### config.mk
export PLATFORM = sky130hd
export DESIGN_NAME = blink_monitor
export DESIGN_NICKNAME = d
export VERILOG_FILES = /design/src/rtl/blink_monitor.sv
export SDC_FILE = /design/constraint.sdc
export NUM_CORES = 1
export LEC_CHECK = 0
export BUFFER_PORTS_ARGS = -buffer_cell sky130_fd_sc_hd__buf_2
export CORE_MARGIN = 1
export CORE_UTILIZATION = 40
export CTS_BUF_LIST = sky130_fd_sc_hd__clkbuf_8
export DETAILED_ROUTE_END_ITERATION = 10
export PLACE_DENSITY = 0.65
export SKIP_LAST_GASP = 1
export SLEW_MARGIN = 10
export SYNTH_ARGS = -nofsm -noshare
export SYNTH_HDL_FRONTEND = slang
export SYNTH_SLANG_ARGS = --single-unit
### constraint.sdc
create_clock -name clk -period 2.65 [get_ports clk]
set_clock_uncertainty 0.05 [all_clocks]
set_input_delay 0.1325 -clock clk [delete_from_list [all_inputs] [get_ports clk]]
set_output_delay 0.1325 -clock clk [all_outputs]
set_load 0.005 [all_outputs]
### src/rtl/blink_monitor.sv
// blink_monitor: receive-side monitor for a free-running square-wave blink signal.
// It synchronises blink_in and measures, in clock cycles:
//   - the period, from one rising edge to the next
//   - the high time, from a rising edge to the falling edge that follows it
// It also counts rising edges, flags lock when two consecutive periods are
// equal, and flags stuck when no edge has been seen for STUCK_LIMIT cycles.
//
// Parameters:
//   WIDTH        width of the period, high-time and internal cycle counters
//   STUCK_LIMIT  edge-free cycles that declare the input stuck (2 .. 2^WIDTH-1)
//   EDGE_W       width of the rising-edge counter
//
// Ports:
//   clk           single clock; all logic runs on posedge clk
//   rst           synchronous active-high reset; also clears the synchroniser
//   blink_in      monitored signal; may be asynchronous to clk
//   clear         synchronous clear of all measurement state (not the synchroniser)
//   period        last complete period, in cycles
//   high_time     last complete high phase, in cycles
//   period_valid  one-cycle pulse each time period is updated
//   locked        the last two measured periods were equal
//   stuck         no edge has been seen for STUCK_LIMIT cycles
//   edge_count    rising edges seen since reset/clear; wraps silently
module blink_monitor #(
    parameter int unsigned WIDTH       = 25,
    parameter int unsigned STUCK_LIMIT = 32'h1FF_FFFF,
    parameter int unsigned EDGE_W      = 16
) (
    input  logic              clk,
    input  logic              rst,
    input  logic              blink_in,
    input  logic              clear,
    output logic [WIDTH-1:0]  period,
    output logic [WIDTH-1:0]  high_time,
    output logic              period_valid,
    output logic              locked,
    output logic              stuck,
    output logic [EDGE_W-1:0] edge_count
);

    typedef enum logic [1:0] {IDLE, HIGH, LOW} state_t;

    localparam logic [WIDTH-1:0] CNT_MAX   = '1;
    localparam logic [WIDTH-1:0] AGE_LIMIT = WIDTH'(STUCK_LIMIT);
    localparam logic [WIDTH-1:0] AGE_TRIP  = WIDTH'(STUCK_LIMIT - 1);

    logic s1, s2, s2_d;
    logic rise, fall;

    state_t            state, state_n;
    logic [WIDTH-1:0]  cnt, cnt_n;
    logic [WIDTH-1:0]  age, age_n;
    logic [WIDTH-1:0]  period_n, high_time_n;
    logic              period_valid_n, locked_n, stuck_n;
    logic [EDGE_W-1:0] edge_count_n;
    // A previous period exists since the last IDLE, so a comparison is meaningful.
    logic              prev_ok, prev_ok_n;

    // Synchroniser and edge-detect delay; only rst clears these.
    always_ff @(posedge clk) begin
        if (rst) begin
            s1   <= 1'b0;
            s2   <= 1'b0;
            s2_d <= 1'b0;
        end else begin
            s1   <= blink_in;
            s2   <= s1;
            s2_d <= s2;
        end
    end

    assign rise = s2 & ~s2_d;
    assign fall = ~s2 & s2_d;

    always_comb begin
        state_n        = state;
        cnt_n          = cnt;
        age_n          = age;
        period_n       = period;
        high_time_n    = high_time;
        period_valid_n = 1'b0;
        locked_n       = locked;
        stuck_n        = stuck;
        edge_count_n   = edge_count;
        prev_ok_n      = prev_ok;

        if (state != IDLE && cnt != CNT_MAX)
            cnt_n = cnt + WIDTH'(1);

        // Age saturates at the limit so a long-stuck input does not retrigger.
        if (rise || fall) begin
            age_n   = '0;
            stuck_n = 1'b0;
        end else if (age != AGE_LIMIT) begin
            age_n = age + WIDTH'(1);
        end

        if (rise) begin
            state_n      = HIGH;
            cnt_n        = WIDTH'(1);
            edge_count_n = edge_count + EDGE_W'(1);
            if (state == LOW) begin
                period_n       = cnt;
                period_valid_n = 1'b1;
                locked_n       = prev_ok && (cnt == period);
                prev_ok_n      = 1'b1;
            end
        end else if (fall) begin
            if (state == HIGH) begin
                high_time_n = cnt;
                state_n     = LOW;
            end
        end else if (age == AGE_TRIP) begin
            // Abandon the interrupted period; period/high_time keep old values.
            stuck_n   = 1'b1;
            locked_n  = 1'b0;
            state_n   = IDLE;
            cnt_n     = '0;
            prev_ok_n = 1'b0;
        end

        // clear overrides everything above, including an edge in this cycle.
        if (clear) begin
            state_n        = IDLE;
            cnt_n          = '0;
            age_n          = '0;
            period_n       = '0;
            high_time_n    = '0;
            period_valid_n = 1'b0;
            locked_n       = 1'b0;
            stuck_n        = 1'b0;
            edge_count_n   = '0;
            prev_ok_n      = 1'b0;
        end
    end

    always_ff @(posedge clk) begin
        if (rst) begin
            state        <= IDLE;
            cnt          <= '0;
            age          <= '0;
            period       <= '0;
            high_time    <= '0;
            period_valid <= 1'b0;
            locked       <= 1'b0;
            stuck        <= 1'b0;
            edge_count   <= '0;
            prev_ok      <= 1'b0;
        end else begin
            state        <= state_n;
            cnt          <= cnt_n;
            age          <= age_n;
            period       <= period_n;
            high_time    <= high_time_n;
            period_valid <= period_valid_n;
            locked       <= locked_n;
            stuck        <= stuck_n;
            edge_count   <= edge_count_n;
            prev_ok      <= prev_ok_n;
        end
    end

endmodule

==> insert_results.sql, run 1 <==
INSERT INTO impl_metrics (metric_group, metric, value, unit) VALUES
('clock_tree', 'clk_pin_slew_worst_paths', '70', 'ps'),
('floorplanning', 'effective_utilization_at_floorplan', '41.0', '%'),
('cells_and_area', 'antennaDiodeCount', '0', ''),
('floorplanning', 'design.die.area', '14700', 'um^2'),
('worst_setup_path', 'arrival_time_worst_endpoint', '2480', 'ps'),
('global_routing', 'grt_max_degree', '53', ''),
('timing', 'finalCritPeriodShare', '83.4', '%'),
('synthesis', 'synthesis.area', '5690', 'um^2'),
('detailed_routing', 'drt.antenna.violating_nets', '0', ''),
('global_routing', 'initial_antenna_violation_count', '0', ''),
('clock_tree', 'clkSinkCount', '125', ''),
('detailed_routing', 'drt_pre_antenna_iters', '5', ''),
('synthesis', 'synthMostInstantiatedCell', 'nand2_1', ''),
('clock_tree', 'clock-root-buffer', 'clkbuf_8', ''),
('synthesis', 'synth.largest_area_cell', 'dfxtp_1', ''),
('clock_tree', 'clock_latency', '440', 'ps'),
('worst_hold_path', 'hold_path_depth', '3', ''),
('detailed_routing', 'initialDrtViolationCount', '262', ''),
('synthesis', 'yosys-top-cells-count', 'nand2_1 (126), dfxtp_1 (125), a21oi_1 (81)', ''),
('worst_setup_path', 'timing.critical_path.fanout_max', '8', ''),
('worst_setup_path', 'crit_required', '2920', 'ps'),
('timing', 'max_freq', '452', 'MHz'),
('worst_setup_path', 'ff2ff_path_depth', '5', ''),
('worst_setup_path', 'timing.critical_path.buf_inv', '0', ''),
('synthesis', 'post_synthesis_area_per_instance', '8.16', 'um^2'),
('synthesis', 'synth_top_area_share', '44.0', '%'),
('placed_design', 'count_of_buffers_from_port_buffering', '72', ''),
('detailed_routing', 'route.final.wire_length', '13900', 'um'),
('timing', 'finalHoldViolations', '0', ''),
('timing', 'finalCriticalPeriod', '2210', 'ps'),
('pwr', 'irDropWorstVdd', '0.000284', 'V'),
('synthesis', 'syn-instance-count', '697', ''),
('global_routing', 'global_route.usage.total', '20.0', '%'),
('floorplanning', 'core', '13900', 'um^2'),
('clock_tree', 'max-clock-path-buffers', '2', ''),
('worst_hold_path', 'worst_hold_path.endpoint', 's2_d', ''),
('synthesis', 'postSynthNetCount', '707', ''),
('cells_and_area', 'post_route_cells_drive_above_1_share', '17.5', '%'),
('synthesis', 'synth_cell_type_count', '50', ''),
('clock_tree', 'ctsHtreeMaxLevel', '4', ''),
('floorplanning', 'number_of_placement_rows', '43', ''),
('placed_design', 'place_congestion', '0.866', ''),
('pwr', 'total_power', '3.64', 'mW'),
('timing', 'timing.final.max_slew_violations', '0', ''),
('worst_setup_path', 'timing.rr.end', 'cnt[19]', ''),
('cells_and_area', 'final_nets', '768', ''),
('synthesis', 'synthesis.yosys.warnings', '0', ''),
('worst_setup_path', 'path_cells', 'nand4_1, or4_4, o211ai_1, or3_2, a21oi_1', ''),
('timing', 'slew_headroom', '64.0', '%'),
('timing', 'tightestPinTransition', '540', 'ps'),
('placed_design', 'dp_hpwl', '9950', 'um'),
('synthesis', 'synth_top_flop_cell', 'dfxtp_1', ''),
('global_routing', 'grt_remaining_overflow', '0', ''),
('detailed_routing', 'post-route-drc-count', '0', ''),
('worst_setup_path', 'crit_path_top_delay_cell', 'or4_4', ''),
('timing', 'tns', '0', 'ps'),
('synthesis', 'ffs_latches_synth', '125', ''),
('status', 'run_status', 'finished, final reports clean', ''),
('floorplanning', 'die_h', '121', 'um'),
('worst_hold_path', 'timing.hold.worst.class', 'primary input to flop', ''),
('detailed_routing', 'via_per_inst', '5.38', ''),
('pwr', 'total_power_per_unit_cell_area', '547', 'nW/um^2'),
('clock_tree', 'cts_buffers', '17', ''),
('global_routing', 'via_count_of_the_first_global_routing_pass', '4650', ''),
('worst_setup_path', 'reg2reg_slack', '440', 'ps'),
('pwr', 'p_leak', '2.49', 'nW'),
('worst_setup_path', 'timing.critical_path.slowest_cell_delay', '600', 'ps'),
('timing', 'setup_viol_count_final', '0', ''),
('worst_setup_path', 'setup.worst_path.start_class', 'flop', ''),
('worst_setup_path', 'worstSetupPathType', 'flop to flop', ''),
('synthesis', 'synth_enable_flop_cells', '0', '');
==> cell families after synthesis <==
group	synth area share, %
DFF	44.0
muxes	0.176
xor gates and xnor gates	8.31
and+or+nand+nor	27.3
adders and majority gates	1.32
buffers and inverters	4.57
AOI/OAI and AO/OA	14.4
==> tightest hold or removal path, cell delays in order <==
cell	delay [ps]
dlygate4sd3_1	530
buf_2	140
nor2_1	40
==> layer usage <==
metal / global-route usage (%) / part of all wire (%) / wire (um)
met1: 24.4 / 45 / 6320
met3: 5.17 / 4.4 / 619
met4: 7.48 / 1.4 / 192
met5: 0 / 0 / 0
met2: 33.7 / 49 / 6800
==> flip-flops by register name (all words and copies together), names as in the netlist <==
signal,flops
period,25
state,2
high_time,25
s2_d,1
edge_count,16
locked,1
cnt,25
s2,1
stuck,1
age,25
prev_ok,1
s1,1
period_valid,1
==> layout make-up <==
cell class / count / area [um^2]
clock buffers: 23 / 317
repair buffers: 96 / 548
clock inverters: 9 / 91.3
multi-input cells: 508 / 2930
well taps: 180 / 225
flip-flops and latches: 125 / 2500
fillers: 1362 / 7230
inverters: 10 / 37.5
==> worst max path at each step <==
| stage | to | slack [ps] | cells after the start |
|---|---|---|---|
| floorplan | cnt[0] | 590 | 6 |
| global placement | cnt[19] | 560 | 5 |
| detailed placement | cnt[19] | 470 | 5 |
| CTS | cnt[19] | 460 | 5 |
| global route | cnt[21] | 240 | 5 |
| finish | cnt[19] | 440 | 5 |
==> timing repair <==
item / in CTS / in global routing
resized for setup: 0 / 0
hold buffers: 3 / 0
endpoints found under the hold margin: 5 / 0
==> where the power goes <==
group	leakage [nW]	internal, mW	switching, mW
sequential	1.01	1.88	0.00440
combinational	1.26	0.0187	0.0454
clock	0.225	0.970	0.718
==> through the flow <==
step | util, % | cells | cell area, um^2 | setup slack [ps] | hold WS, ps
final | 47.9 | 951 | 6650 | 439 | 394
after CTS | 47.9 | 951 | 6650 | 458 | 355
after detailed placement | 44.7 | 916 | 6210 | 473 | 302
after floorplan | - | 697 | 5690 | 588 | 149
after global placement | 44.7 | 916 | 6210 | 560 | 296
after global routing | 47.9 | 951 | 6650 | 238 | 386
==> layout by cell type (no fill, tap or decap), drive strengths merged, types with 11 or more instances in the layout <==
cell type  netlist  routed
or3             21      21
o21ai           23      23
dfxtp          125     125
clkbuf          39      23
or4             12      12
xnor2           25      25
a21oi           81      81
inv             10      13
xor2            29      29
a211oi          11      11
buf             15      93
nand4           18      18
nor2            44      44
nand3           26      26
nand2          126     126
nor4            15      15
(Power assumes the default switching activity.)
==> run 2, diff against run 1 <==
PLACE_DENSITY = 0.67   (was 0.65)
clock period = 1.9 ns   (was 2.65 ns; I/O delays follow)
==> run 2 against run 1 <==
Compared with the run above:
- the run now ends with negative setup slack left
- routed wire length is 4.6% higher
- clock power is 50% higher
- flip-flop and latch count stayed put
- worst setup slack worse by 480 ps
- register-to-register slack worse by 480 ps
- sequential share of layout area is 3.3 points lower
- critical path type unchanged
==> insert_results.sql, run 2 (synthesized netlist as in run 1, its figures left out) <==
INSERT INTO impl_metrics (metric_group, metric, value, unit) VALUES
('pwr', 'power.combinational.fraction', '2.2', '%'),
('placed_design', 'place_inst', '972', ''),
('clock_tree', 'cts_buffers', '17', ''),
('detailed_routing', 'initialDrtViolationCount', '380', ''),
('floorplanning', 'design.die.area', '14700', 'um^2'),
('timing', 'tns', '-46.2', 'ps'),
('global_routing', 'global_route.usage.total', '20.0', '%'),
('timing', 'finalCriticalPeriod', '1950', 'ps'),
('pwr', 'irDropWorstVdd', '0.000409', 'V'),
('worst_setup_path', 'arrival_time_worst_endpoint', '2280', 'ps'),
('global_routing', 'grt_max_degree', '50', ''),
('pwr', 'total_power', '5.27', 'mW'),
('worst_hold_path', 'min-delay-start', 'rst', ''),
('floorplanning', 'effective_utilization_at_floorplan', '41.0', '%'),
('worst_setup_path', 'timing.critical_path.slowest_cell_delay', '510', 'ps'),
('cells_and_area', 'fill_cells', '1286', ''),
('timing', 'finalHoldViolations', '0', ''),
('clock_tree', 'clk_pin_slew_worst_paths', '80', 'ps'),
('worst_setup_path', 'path_cells', 'nand4_4, buf_4, or4_4, or4_4, a21oi_2', ''),
('cells_and_area', 'final_design_area_no_fill', '7390', 'um^2'),
('floorplanning', 'core', '13900', 'um^2'),
('worst_setup_path', 'crit_required', '2230', 'ps'),
('worst_hold_path', 'timing.hold.worst.class', 'primary input to flop', ''),
('worst_setup_path', 'worstSetupPathType', 'flop to flop', ''),
('floorplanning', 'fp.dieW', '121', 'um'),
('worst_setup_path', 'cp_common_cell', 'or4_4', ''),
('timing', 'finalCritPeriodShare', '102', '%'),
('worst_hold_path', 'hold_path_depth', '3', ''),
('pwr', 'cell_internal_pwr', '4.07', 'mW'),
('cells_and_area', 'final_nets', '836', ''),
('timing', 'slew_headroom', '64.0', '%'),
('status', 'violated_checks', 'negative setup slack', ''),
('worst_setup_path', 'cp-end-kind', 'flop', ''),
('clock_tree', 'tritoncts', 'built', ''),
('worst_setup_path', 'ff2ff_path_depth', '5', ''),
('cells_and_area', 'post_route_cells_drive_above_1_share', '30.2', '%'),
('timing', 'max_freq', '514', 'MHz'),
('clock_tree', 'clock_latency', '450', 'ps'),
('worst_hold_path', 'worst_hold_path.endpoint', 's2_d', ''),
('worst_setup_path', 'setup.worst_path.start_class', 'flop', ''),
('detailed_routing', 'drt.antenna.violating_nets', '0', ''),
('placed_design', 'post_place_instance_area', '6650', 'um^2'),
('floorplanning', 'die_h', '121', 'um'),
('pwr', 'p_leak', '2.86', 'nW'),
('pwr', 'power.share.switching', '22.7', '%'),
('floorplanning', 'number_of_placement_rows', '43', ''),
('worst_setup_path', 'reg2reg_slack', '-50', 'ps'),
('clock_tree', 'clock-root-buffer', 'clkbuf_8', ''),
('cells_and_area', 'layout_common_cells', 'nand2_1 (125), dfxtp_1 (103), buf_4 (84)', ''),
('cells_and_area', 'area_growth_syn_to_layout', '29.9', '%'),
('clock_tree', 'ctsHtreeMaxLevel', '4', ''),
('worst_setup_path', 'crit_path_top_delay_cell', 'or4_4', ''),
('cells_and_area', 'final_core_util', '53.3', '%'),
('worst_setup_path', 'timing.critical_path.fanout_max', '6', ''),
('worst_setup_path', 'timing.rr.end', 'cnt[24]', ''),
('global_routing', 'initial_antenna_violation_count', '0', ''),
('detailed_routing', 'via_per_inst', '5.24', ''),
('floorplanning', 'design.portCount', '73', ''),
('pwr', 'share_of_total_power_in_the_clock_network', '48.0', '%'),
('timing', 'timing.final.max_slew_violations', '0', ''),
('detailed_routing', 'drt_pre_antenna_iters', '4', ''),
('worst_setup_path', 'critical_path.reg2reg.startpoint', 'cnt[13]', ''),
('clock_tree', 'clkSinkCount', '125', ''),
('placed_design', 'count_of_buffers_from_port_buffering', '72', ''),
('placed_design', 'place_congestion', '0.867', ''),
('pwr', 'net-switching-power', '1.20', 'mW'),
('cells_and_area', 'layout.cells.non_filler', '1019', ''),
('pwr', 'sequential_share_of_power', '49.8', '%'),
('timing', 'setup_ws', '-46.2', 'ps'),
('placed_design', 'preCtsSetupSlack', '2.69', 'ps'),
('clock_tree', 'max-clock-path-buffers', '2', ''),
('pwr', 'total_power_per_unit_cell_area', '712', 'nW/um^2'),
('detailed_routing', 'post-route-drc-count', '0', ''),
('placed_design', 'dp_hpwl', '10100', 'um'),
('global_routing', 'via_count_of_the_first_global_routing_pass', '4724', ''),
('global_routing', 'grt_pass1_wl', '23100', 'um'),
('detailed_routing', 'detailroute.via_count', '5341', ''),
('detailed_routing', 'routedWlPerCell', '14.3', 'um'),
('status', 'run_status', 'finished with violations', ''),
('global_routing', 'grt_remaining_overflow', '0', ''),
('worst_setup_path', 'worstSetupStartpoint', 'cnt[13]', ''),
('detailed_routing', 'route.final.wire_length', '14600', 'um'),
('cells_and_area', 'layout.cells.most_common', 'nand2_1', ''),
('cells_and_area', 'layout.area.seq', '2540', 'um^2'),
('timing', 'unrepaired_setup_endpoints_after_global_routing', 'yes', ''),
('timing', 'setup_viol_count_final', '1', ''),
('timing', 'worst_case_hold_slack', '345', 'ps'),
('job', 'cap_viol_max_count', '0', ''),
('timing', 'tightestPinTransition', '535', 'ps'),
('cells_and_area', 'multiInputGateArea', '3050', 'um^2'),
('cells_and_area', 'antennaDiodeCount', '0', '');
run 2: changes by cell type in the layout (fill, tap and decap cells not counted), moves of 5 or more:
cell / before / now
clkinvlp_4: 0 / 5
or4_4: 1 / 6
or4_1: 10 / 5
dfxtp_1: 125 / 103
buf_4: 21 / 84
dfxtp_2: 0 / 19
run 2: layout make-up:
class,count,area share (%)
sequential,125,34.3
clock inverter,12,2.15
multi-input combinational,508,41.2
tap,180,3.05
inverter,10,0.508
clock buffer,20,3.72
timing repair buffer,164,15.1
run 2: power groups by stage:
stage | Clock [mW] | Sequential, mW | Combinational (mW)
after floorplan | 0 | 2.69 | 0.0643
after global placement | 0 | 2.69 | 0.0965
after detailed placement | 0 | 2.69 | 0.0963
after CTS | 2.58 | 2.63 | 0.101
after global routing | 2.72 | 2.62 | 0.127
final | 2.53 | 2.62 | 0.117
run 2: worst max-delay path by stage:
stage / endpoint / slack, ps / depth (start not counted)
final: cnt[24] / -50 / 5
after global routing: cnt[24] / -90 / 5
after CTS: cnt[24] / -20 / 4
after detailed placement: cnt[24] / 3 / 4
after global placement: age[23] / 30 / 5
after floorplan: cnt[0] / -20 / 6
run 2: what timing repair did:
action / CTS / global route
buffers inserted: 0 / 10
hold endpoints to repair: 6 / 0
pin swaps: 0 / 18
endpoints found under the setup margin: 4 / 69
cloned: 0 / 2
resized for setup: 5 / 50
hold buffers: 3 / 0
run 2: critical path, delay by kind of cell (launching register included):
| family | cells | cell delay, ps |
|---|---|---|
| flops | 1 | 360 |
| buf+inv | 1 | 180 |
| simple gates | 3 | 1130 |
| compound gates | 1 | 160 |
run 2: per-layer routing:
layer	up-vias	part of all wire, %	GRT usage, %	routed length [um]
li1	2692	-	-	-
met1	2472	45	25.9	6620
met2	147	47	31.8	6870
met3	30	5.0	5.03	725
met4	0	2.4	8.18	349
met5	-	0	0	0
